File: src/rtl/phase_clock_gen.sv
// Multi-channel clock-phase generator: NUM_CH divided clocks with programmable
// half-period and phase, driven by a halt / free-run / single-step controller.
module phase_clock_gen #(
  parameter int CH_W  = 2,
  parameter int DIV_W = 4,
  parameter int CNT_W = 16,
  localparam int NUM_CH = 2 ** CH_W
) (
  input  logic              clock,
  input  logic              reset,
  input  logic              cfg_we,
  input  logic [CH_W-1:0]   cfg_ch,
  input  logic [DIV_W-1:0]  cfg_div,
  input  logic [DIV_W-1:0]  cfg_phase,
  input  logic              run_mode,
  input  logic              step_go,
  input  logic [CNT_W-1:0]  step_count,
  input  logic              sync_all,
  output logic [NUM_CH-1:0] clk_out,
  output logic [NUM_CH-1:0] rise_en,
  output logic [NUM_CH-1:0] fall_en,
  output logic              busy,
  output logic              cfg_err,
  output logic [CNT_W-1:0]  tick_count
);

  typedef enum logic [1:0] {
    HALT = 2'd0,
    RUN  = 2'd1,
    STEP = 2'd2
  } state_t;

  state_t             state;
  logic [CNT_W-1:0]   remaining;
  logic [DIV_W-1:0]   div_q   [NUM_CH];
  logic [DIV_W-1:0]   phase_q [NUM_CH];
  logic [DIV_W-1:0]   cnt_q   [NUM_CH];
  logic               tick;
  logic               cfg_ok;

  // A programmed half-period of 0 behaves exactly like 1.
  function automatic logic [DIV_W-1:0] eff_div(input logic [DIV_W-1:0] div);
    return (div == '0) ? DIV_W'(1) : div;
  endfunction

  function automatic logic [DIV_W-1:0] start_cnt(input logic [DIV_W-1:0] phase,
                                                 input logic [DIV_W-1:0] div);
    logic [DIV_W-1:0] last;
    last = eff_div(div) - DIV_W'(1);
    return (phase > last) ? last : phase;
  endfunction

  // NOTE: tick decodes the current registered state, so it describes the edge
  // about to happen, not the state that edge will write.
  assign tick   = (state == RUN) || ((state == STEP) && (remaining != '0));
  assign cfg_ok = cfg_we && (state == HALT);

  always_ff @(posedge clock) begin
    if (reset) begin
      state      <= HALT;
      remaining  <= '0;
      busy       <= 1'b0;
      cfg_err    <= 1'b0;
      tick_count <= '0;
      clk_out    <= '0;
      rise_en    <= '0;
      fall_en    <= '0;
      // NOTE: the per-channel arrays are plain flops and reset must discard all
      // programming, so every entry is cleared here rather than left undefined.
      for (int i = 0; i < NUM_CH; i++) begin
        div_q[i]   <= DIV_W'(1);
        phase_q[i] <= '0;
        cnt_q[i]   <= '0;
      end
    end else begin
      rise_en <= '0;
      fall_en <= '0;
      cfg_err <= cfg_we && (state != HALT);

      case (state)
        HALT: begin
          if (run_mode) begin
            state <= RUN;
            busy  <= 1'b1;
          end else if (step_go && (step_count != '0)) begin
            state     <= STEP;
            remaining <= step_count;
            busy      <= 1'b1;
          end
        end
        RUN: begin
          if (!run_mode) begin
            state <= HALT;
            busy  <= 1'b0;
          end
        end
        STEP: begin
          if (remaining != '0) begin
            remaining <= remaining - CNT_W'(1);
          end
          if (remaining <= CNT_W'(1)) begin
            state <= HALT;
            busy  <= 1'b0;
          end
        end
        default: begin
          state <= HALT;
          busy  <= 1'b0;
        end
      endcase

      // Realignment wins over both configuration and the tick of this cycle.
      if (sync_all) begin
        tick_count <= '0;
        clk_out    <= '0;
        for (int i = 0; i < NUM_CH; i++) begin
          cnt_q[i] <= start_cnt(phase_q[i], div_q[i]);
        end
      end else begin
        if (cfg_ok) begin
          div_q[cfg_ch]   <= cfg_div;
          phase_q[cfg_ch] <= cfg_phase;
          cnt_q[cfg_ch]   <= start_cnt(cfg_phase, cfg_div);
          clk_out[cfg_ch] <= 1'b0;
        end
        if (tick) begin
          tick_count <= tick_count + CNT_W'(1);
          for (int i = 0; i < NUM_CH; i++) begin
            if (cnt_q[i] == eff_div(div_q[i]) - DIV_W'(1)) begin
              cnt_q[i]   <= '0;
              clk_out[i] <= ~clk_out[i];
              rise_en[i] <= ~clk_out[i];
              fall_en[i] <= clk_out[i];
            end else begin
              cnt_q[i] <= cnt_q[i] + DIV_W'(1);
            end
          end
        end
      end
    end
  end

endmodule

File: config.mk
export PLATFORM = sky130hd
export DESIGN_NAME = phase_clock_gen
export DESIGN_NICKNAME = d
export VERILOG_FILES = /design/src/rtl/phase_clock_gen.sv
export SDC_FILE = /design/constraint.sdc
export NUM_CORES = 1
export LEC_CHECK = 0
export ABC_AREA = 0
export CAP_MARGIN = 15
export CORE_AREA = 2 2 108 110
export CTS_CLUSTER_DIAMETER = 100
export DETAILED_ROUTE_END_ITERATION = 8
export DIE_AREA = 0 0 110 112
export GPL_TIMING_DRIVEN = 0
export PLACE_DENSITY_LB_ADDON = 0.08
export REMOVE_ABC_BUFFERS = 1
export SYNTH_ARGS = -nofsm -noshare
export SYNTH_HDL_FRONTEND = slang
export SYNTH_SLANG_ARGS = --single-unit
export TNS_END_PERCENT = 5
File: constraint.sdc
create_clock -name clock -period 3 [get_ports clock]
set_input_delay 0.9 -clock clock [delete_from_list [all_inputs] [get_ports clock]]
set_output_delay 0.9 -clock clock [all_outputs]
set_load 0.03 [all_outputs]
==> results.md <==
- Status: finished clean
- Area grow syn2layout: 21.3%
- Clock sink count: 96
- First-pass DRT Iterations: 7
- Setup TNS: 0 ns
- CP cell instances: clkdlybuf4s50_1, or3b_2, or3_1, o21bai_2
- Largest net degree at the start of global routing: 31
- RSZ-0062 raised after global routing: true
- Slew Limit Fails: 0
- Worst Tran Pin Value: approximately 0.9 ns
- Seq cells post-synth: 96
- Clock Latency Late Sink: ~0.35 ns
- CP startpoint kind: primary input
- GR Overflow Total: 0
- FFs w/ async S/R, synth: 0
- Clock root cell: clkbuf_16
- Setup Crit Path Kind: primary input to flop
- CTS tree: built
- Worst Path Max Fanout: 12
- Vias per cell: 5.86
- Routability cong.: ~0.87
- First-pass GRT wire length: 22,300 um
- Tot GR Track Use: 0.233
- Final setup violating endpoints: 0
- Final Routed Wirelength: between 10,000 and 15,000 um
- Initial drt markers: slightly below 300
- Final hold violation count: 0
- Largest stage delay, worst path: 0.57 ns
- Core area: 11,200 sq um
- Maximum Capacitance Violations: 0
- Final HPWL DP: approximately 10,000 um
- Tightest Hold Check Type: flop to flop
- Ports: between 60 and 70
- FP Rows: 39
- Setup Skew: approximately 0.0089 ns
- Period utilisation layout: 0.999
- Starting Density: 0.512
- Critical path buffers and inverters: 1
- CP top delay family: simple AND/OR/NAND/NOR gates
- Min Tclk post-route: about 3 ns
- Avg Inst Size Synth: about 9 sq um
- Layout cells sized above 1: 0.116
- Yosys warnings: 0
- Nets: about 760
- # diodes: 0
- Residual DRC: 0
- Routed length per instance: ~17 um
- TritonCTS buffer count: 9
- PwrDens: 490 nW/um^2
- Commonest non-fill, non-tap cell in the layout: nor2_1
- Die footprint: approximately 12,000 sq um
- PortBufs: between 60 and 70
- Die extent in x: around 110 um
- Cells after Synth: about 640
- Final instance area: ~7000 sq um
- Most frequent cells in the layout: nor2_1 (82), nand2_1 (63), clkdlybuf4s50_1 (56)
- Die height: 112 um
- Maximum clock rate: between 300 and 400 MHz
- Via count: 4,931
- Max H-tree Level: 3
- Leakage: between 2 and 3 nW
- Slew HR: 0.393
- Hold Buf Count CTS: 0
- WP data arrival: 2.99 ns
- Final worst setup slack: roughly 0.0044 ns
- Cell Area, Synth: about 5700 sq um
- Antenna Violating Nets Remaining: 0
- EDFF count, synth: 48
- WP data required: around 3.0 ns
- Peak supply drop: ~0.26 mV
- Crit path max-delay cell type: or3b_2
- Top_reg_cell synth: edfxtp_1
- Synth unique cells: ~60
- Max Buffers Root-to-Sink: 2
- Vias in the first global route: roughly 4,600
- Post-synthesis sequential area ratio: 0.420
- CP Capture Type: flop
- Initial antenna violation count: 0
- Worst slack, placed: -1.22 ns
- Area after DPL: about 6400 sq um
- Clock Pin Slew Worst Setup and Hold Paths: 0.07 ns
==> metrics by stage <==
stage / hold WS, ns / power [mW] / utilization / instances
6_report: 0.474 / 3.40 / 0.621 / 841
5_1_grt: 0.511 / 3.54 / 0.621 / 841
4_1_cts: 0.476 / 3.38 / 0.610 / 835
3_5_place_dp: 0.465 / 2.18 / 0.571 / 812
3_3_place_gp: 0.460 / 2.16 / 0.571 / 812
2_1_floorplan: 0.455 / 1.97 / - / 608
==> final timing paths <==
check	startpoint	to	slack, ns	cells past startpoint
worst max-delay path	cfg_we	phase_q[0][0]$_SDFFCE_PN0P_	0.004	4
worst max register to register	div_q[2][2]$_SDFFCE_PN0P_	cnt_q[2][0]$_DFFE_PP_	0.09	12
worst min register to register	clk_out[3]$_SDFF_PP0_	fall_en[3]$_SDFF_PP0_	0.47	2
worst min-delay path	clk_out[3]$_SDFF_PP0_	fall_en[3]$_SDFF_PP0_	0.47	2
==> layer usage <==
| metal | vias up | GRT usage | wire length (um) |
|---|---|---|---|
| li1 | 2392 | - | - |
| met1 | 2330 | 0.304 | 6080 |
| met2 | 175 | 0.379 | 6850 |
| met3 | 34 | 0.0445 | 886 |
| met4 | 0 | 0.0920 | 394 |
| met5 | - | 0 | 0 |
==> cells in the mapped netlist (all sizes together) (7+ instances only) <==
cell / count / area, sq um
mux2i: 18 / 180
xnor2: 25 / 219
ha: 31 / 388
dfxtp: 48 / 961
nor2: 88 / 338
nor4b: 7 / 61.3
nand4: 10 / 62.6
nand2: 64 / 240
clkbuf: 18 / 68.8
o221ai: 7 / 61.3
nand2b: 9 / 56.3
nand3: 23 / 115
o31ai: 9 / 67.6
edfxtp: 48 / 1440
a21oi: 26 / 130
xor2: 16 / 140
nor3: 22 / 110
o21ai: 29 / 145
nor4: 8 / 71.3
inv: 40 / 150
buf: 10 / 57.6
==> timing repair <==
action                                  4_1_cts  5_1_grt
buffers inserted                              7        6
gates cloned                                  0        0
endpoints found under the setup margin      109       41
gates resized for setup                      43       25
pin swaps                                     9        8
==> state kept, by name, summed over array words and instances, names as in the netlist, 2 cells and up <==
signal,cells
state,2
phase_q,16
remaining,16
cnt_q,16
clk_out,4
fall_en,4
tick_count,16
rise_en,4
div_q,16
==> worst register-to-register path: cells and delay by family (launching register included) <==
family	cells	cell delay [ns]
XOR/XNOR	1	0.22
multiplexers	2	0.48
flip-flops	1	0.46
AND/OR/NAND/NOR	3	0.41
adder cells (fa/ha/maj)	2	0.53
buffers and inverters	1	0.07
AO/OA/AOI/OAI	3	0.48
==> logic make-up (layout without fill, tap and decap cells) <==
family | after synthesis | in the layout | synth area share
AO/OA/AOI/OAI | 113 | 113 | 0.133
XOR/XNOR | 41 | 41 | 0.0628
adder cells (fa/ha/maj) | 31 | 31 | 0.0678
buffers and inverters | 69 | 131 | 0.0490
flip-flops | 96 | 96 | 0.420
multiplexers | 23 | 23 | 0.0413
AND/OR/NAND/NOR | 263 | 263 | 0.226
==> final cells by class <==
| class | instances | area [sq um] |
|---|---|---|
| clock buffer | 10 | 229 |
| clock inverter | 6 | 66.3 |
| fill | 960 | 4240 |
| inverter | 41 | 158 |
| multi-input combinational | 471 | 3190 |
| sequential | 96 | 2400 |
| tap | 143 | 179 |
| timing repair buffer | 74 | 712 |
==> where the power goes <==
part	total (mW)	leakage [nW]	internal, mW	switching (mW)
Clock	1.16	0.143	0.650	0.506
Sequential	1.54	0.888	1.45	0.0811
Combinational	0.708	1.60	0.300	0.408
Total	3.40	2.63	2.40	0.995
Power figures use the tool's default switching activity.
==> RTL change, RTL diff (same settings) <==
Register the input `step_count` before use, with the module's reset. The logic sees it one clock later. The other inputs are not delayed to match.
--- a/src/rtl/phase_clock_gen.sv
+++ b/src/rtl/phase_clock_gen.sv
@@ -31,2 +31,12 @@
   } state_t;
+
+  logic [CNT_W-1:0] step_count_q;
+
+  always_ff @(posedge clock) begin
+    if (reset) begin
+      step_count_q <= '0;
+    end else begin
+      step_count_q <= step_count;
+    end
+  end
 
@@ -84,5 +94,5 @@
             busy  <= 1'b1;
-          end else if (step_go && (step_count != '0)) begin
+          end else if (step_go && (step_count_q != '0)) begin
             state     <= STEP;
-            remaining <= step_count;
+            remaining <= step_count_q;
             busy      <= 1'b1;
Check against the original RTL: not equivalent (a bounded check fails within 4 cycles, from zero or initial values and one cycle with reset high).
==> RTL change against the original RTL <==
Via count rose by 4.9%; synthesized area is 8.9% higher; highest routed layer unchanged; power grew 13%; sequential cell count is 16 higher; sequential share of layout area increased by 1.7 points; first-iteration DRC count rose by 60%; final area rose by 8.1%; fmax up 0.20%; non-clock buffer count fell by 4; worst setup slack improved by 6.1 ps; wire length increased by 7.3%; clock power increased by 15%.
==> RTL change: results (changes against the original RTL) <==
.. list-table::
   :header-rows: 1

   * - Metric
     - Value
   * - Total placed cells including tap cells
     - 844 (was 812)
   * - Slowest cell on crit path
     - ha_1 (was or3b_2)
   * - Net count, final
     - 783 (was 756)
   * - Global-route usage over all layers
     - 25.2% (was 23.3%)
   * - Post-placement worst setup slack
     - -1210 ps (was -1220 ps)
   * - Met2 GRT Util
     - 44.5% (was 37.9%)
   * - Share of layout cells above drive strength 1
     - 10.6% (was 11.6%)
   * - Arr. time, crit path
     - 3100 ps (was 2990 ps)
   * - Per-instance average area after synthesis
     - 9.31 sq um (was 9.00 sq um)
   * - Top Family by Delay on Critical Path
     - compound AO/OA/AOI/OAI gates (was simple AND/OR/NAND/NOR gates)
   * - Static Leakage
     - 0.00281 uW (was 0.00263 uW)
   * - Final routed wire length divided by cell count
     - 17.6 um (was 16.9 um)
   * - Peak supply drop
     - 0.382 mV (was 0.257 mV)
   * - Placer Congestion
     - 0.861 (was 0.871)
   * - M1 GR Usage
     - 29.6% (was 30.4%)
   * - Met3 track demand over resource
     - 4.22% (was 4.45%)
   * - Longest individual stage delay on the worst path
     - 300 ps (was 570 ps)
   * - First-pass detailed-route iteration total
     - 6 (was 7)
   * - Global-route wire length before repair
     - 24200 um (was 22300 um)
   * - HPWL after detailed placement
     - 10500 um (was 10000 um)
   * - Top_reg_cell synth
     - dfxtp_1 (was edfxtp_1)
   * - Slew at the pin closest to its max-slew limit
     - 826 ps (was 907 ps)
   * - Commonest cells in the netlist
     - nor2_1 (80), dfxtp_1 (64), nand2_1 (49) (was nor2_1 (87), nand2_1 (64), dfxtp_1 (48), edfxtp_1 (48), inv_1 (40))
   * - Part of the Yosys area used for sequential elements
     - 43.7% (was 42.0%)
   * - Status
     - finished, final reports clean (unchanged)
   * - DRT iter0 DRCs
     - 467 (was 292)
   * - Largest cells by area after synthesis
     - edfxtp_1 (23%), dfxtp_1 (21%), ha_1 (6.2%), nor2_1 (4.8%), nand2_1 (3.0%) (was edfxtp_1 (25%), dfxtp_1 (17%), ha_1 (6.8%), nor2_1 (5.7%), nand2_1 (4.2%))
   * - Yosys cell types
     - 65 (was 61)
   * - Via count of the routed design
     - 5174 (was 4931)
   * - Number of vias per cell
     - 5.96 (was 5.86)
[RTL change: cell type report]
type	instances	area (sq um)
inverter	39	146
clock buffer	11	275
multi-input combinational	488	3410
clock inverter	5	63.8
tap	143	179
fill	893	3680
timing repair buffer	70	702
sequential	112	2720
[RTL change: final timing paths]
kind              slack, ps                  start                    end  cells past startpoint
hold / removal          470  clk_out[1]$_SDFF_PP0_  fall_en[1]$_SDFF_PP0_                      2
setup reg to reg         70  div_q[3][1]$_DFFE_PP_  cnt_q[3][1]$_DFFE_PP_                     12
hold reg to reg         470  clk_out[1]$_SDFF_PP0_  fall_en[1]$_SDFF_PP0_                      2
setup / recovery         10             cfg_div[2]  cnt_q[3][1]$_DFFE_PP_                     12
[RTL change: per-stage QoR]
step | hold WS, ps | total power (uW)
after floorplan | 461 | 2240
after global placement | 442 | 2440
after detailed placement | 456 | 2470
after CTS | 471 | 3810
after global routing | 484 | 4000
final | 468 | 3850
[RTL change: routing by layer]
layer	up-vias	share of wire [%]
met5	-	0
met4	0	2.1
met3	32	5.3
met2	160	51
met1	2462	41
li1	2520	-
[RTL change: power by group]
group	switching, uW	leakage [uW]	internal [uW]
Combinational	441	0.00163	325
Sequential	84.6	0.00102	1670
Clock	568	0.000165	759
[RTL change: tightest hold or removal path: stages (launching register included)]
cell and delay [ps]:
dfxtp_1 340, nand2_1 60, nor2_1 30
[RTL change: timing repair]
| action | 4_1_cts | 5_1_grt |
|---|---|---|
| gates resized for setup | 35 | 15 |
| hold endpoints to repair | 0 | 0 |
| setup buffers | 3 | 4 |
| setup endpoints to repair | 16 | 29 |
| pin swaps | 9 | 6 |
[RTL change: logic make-up after synthesis]
family / share of synthesized area [%]
mux: 4.34
buf+inv: 4.32
simple gates: 21.7
fa+ha+maj: 6.22
flops: 43.7
compound gates: 14.8
xor+xnor: 4.92
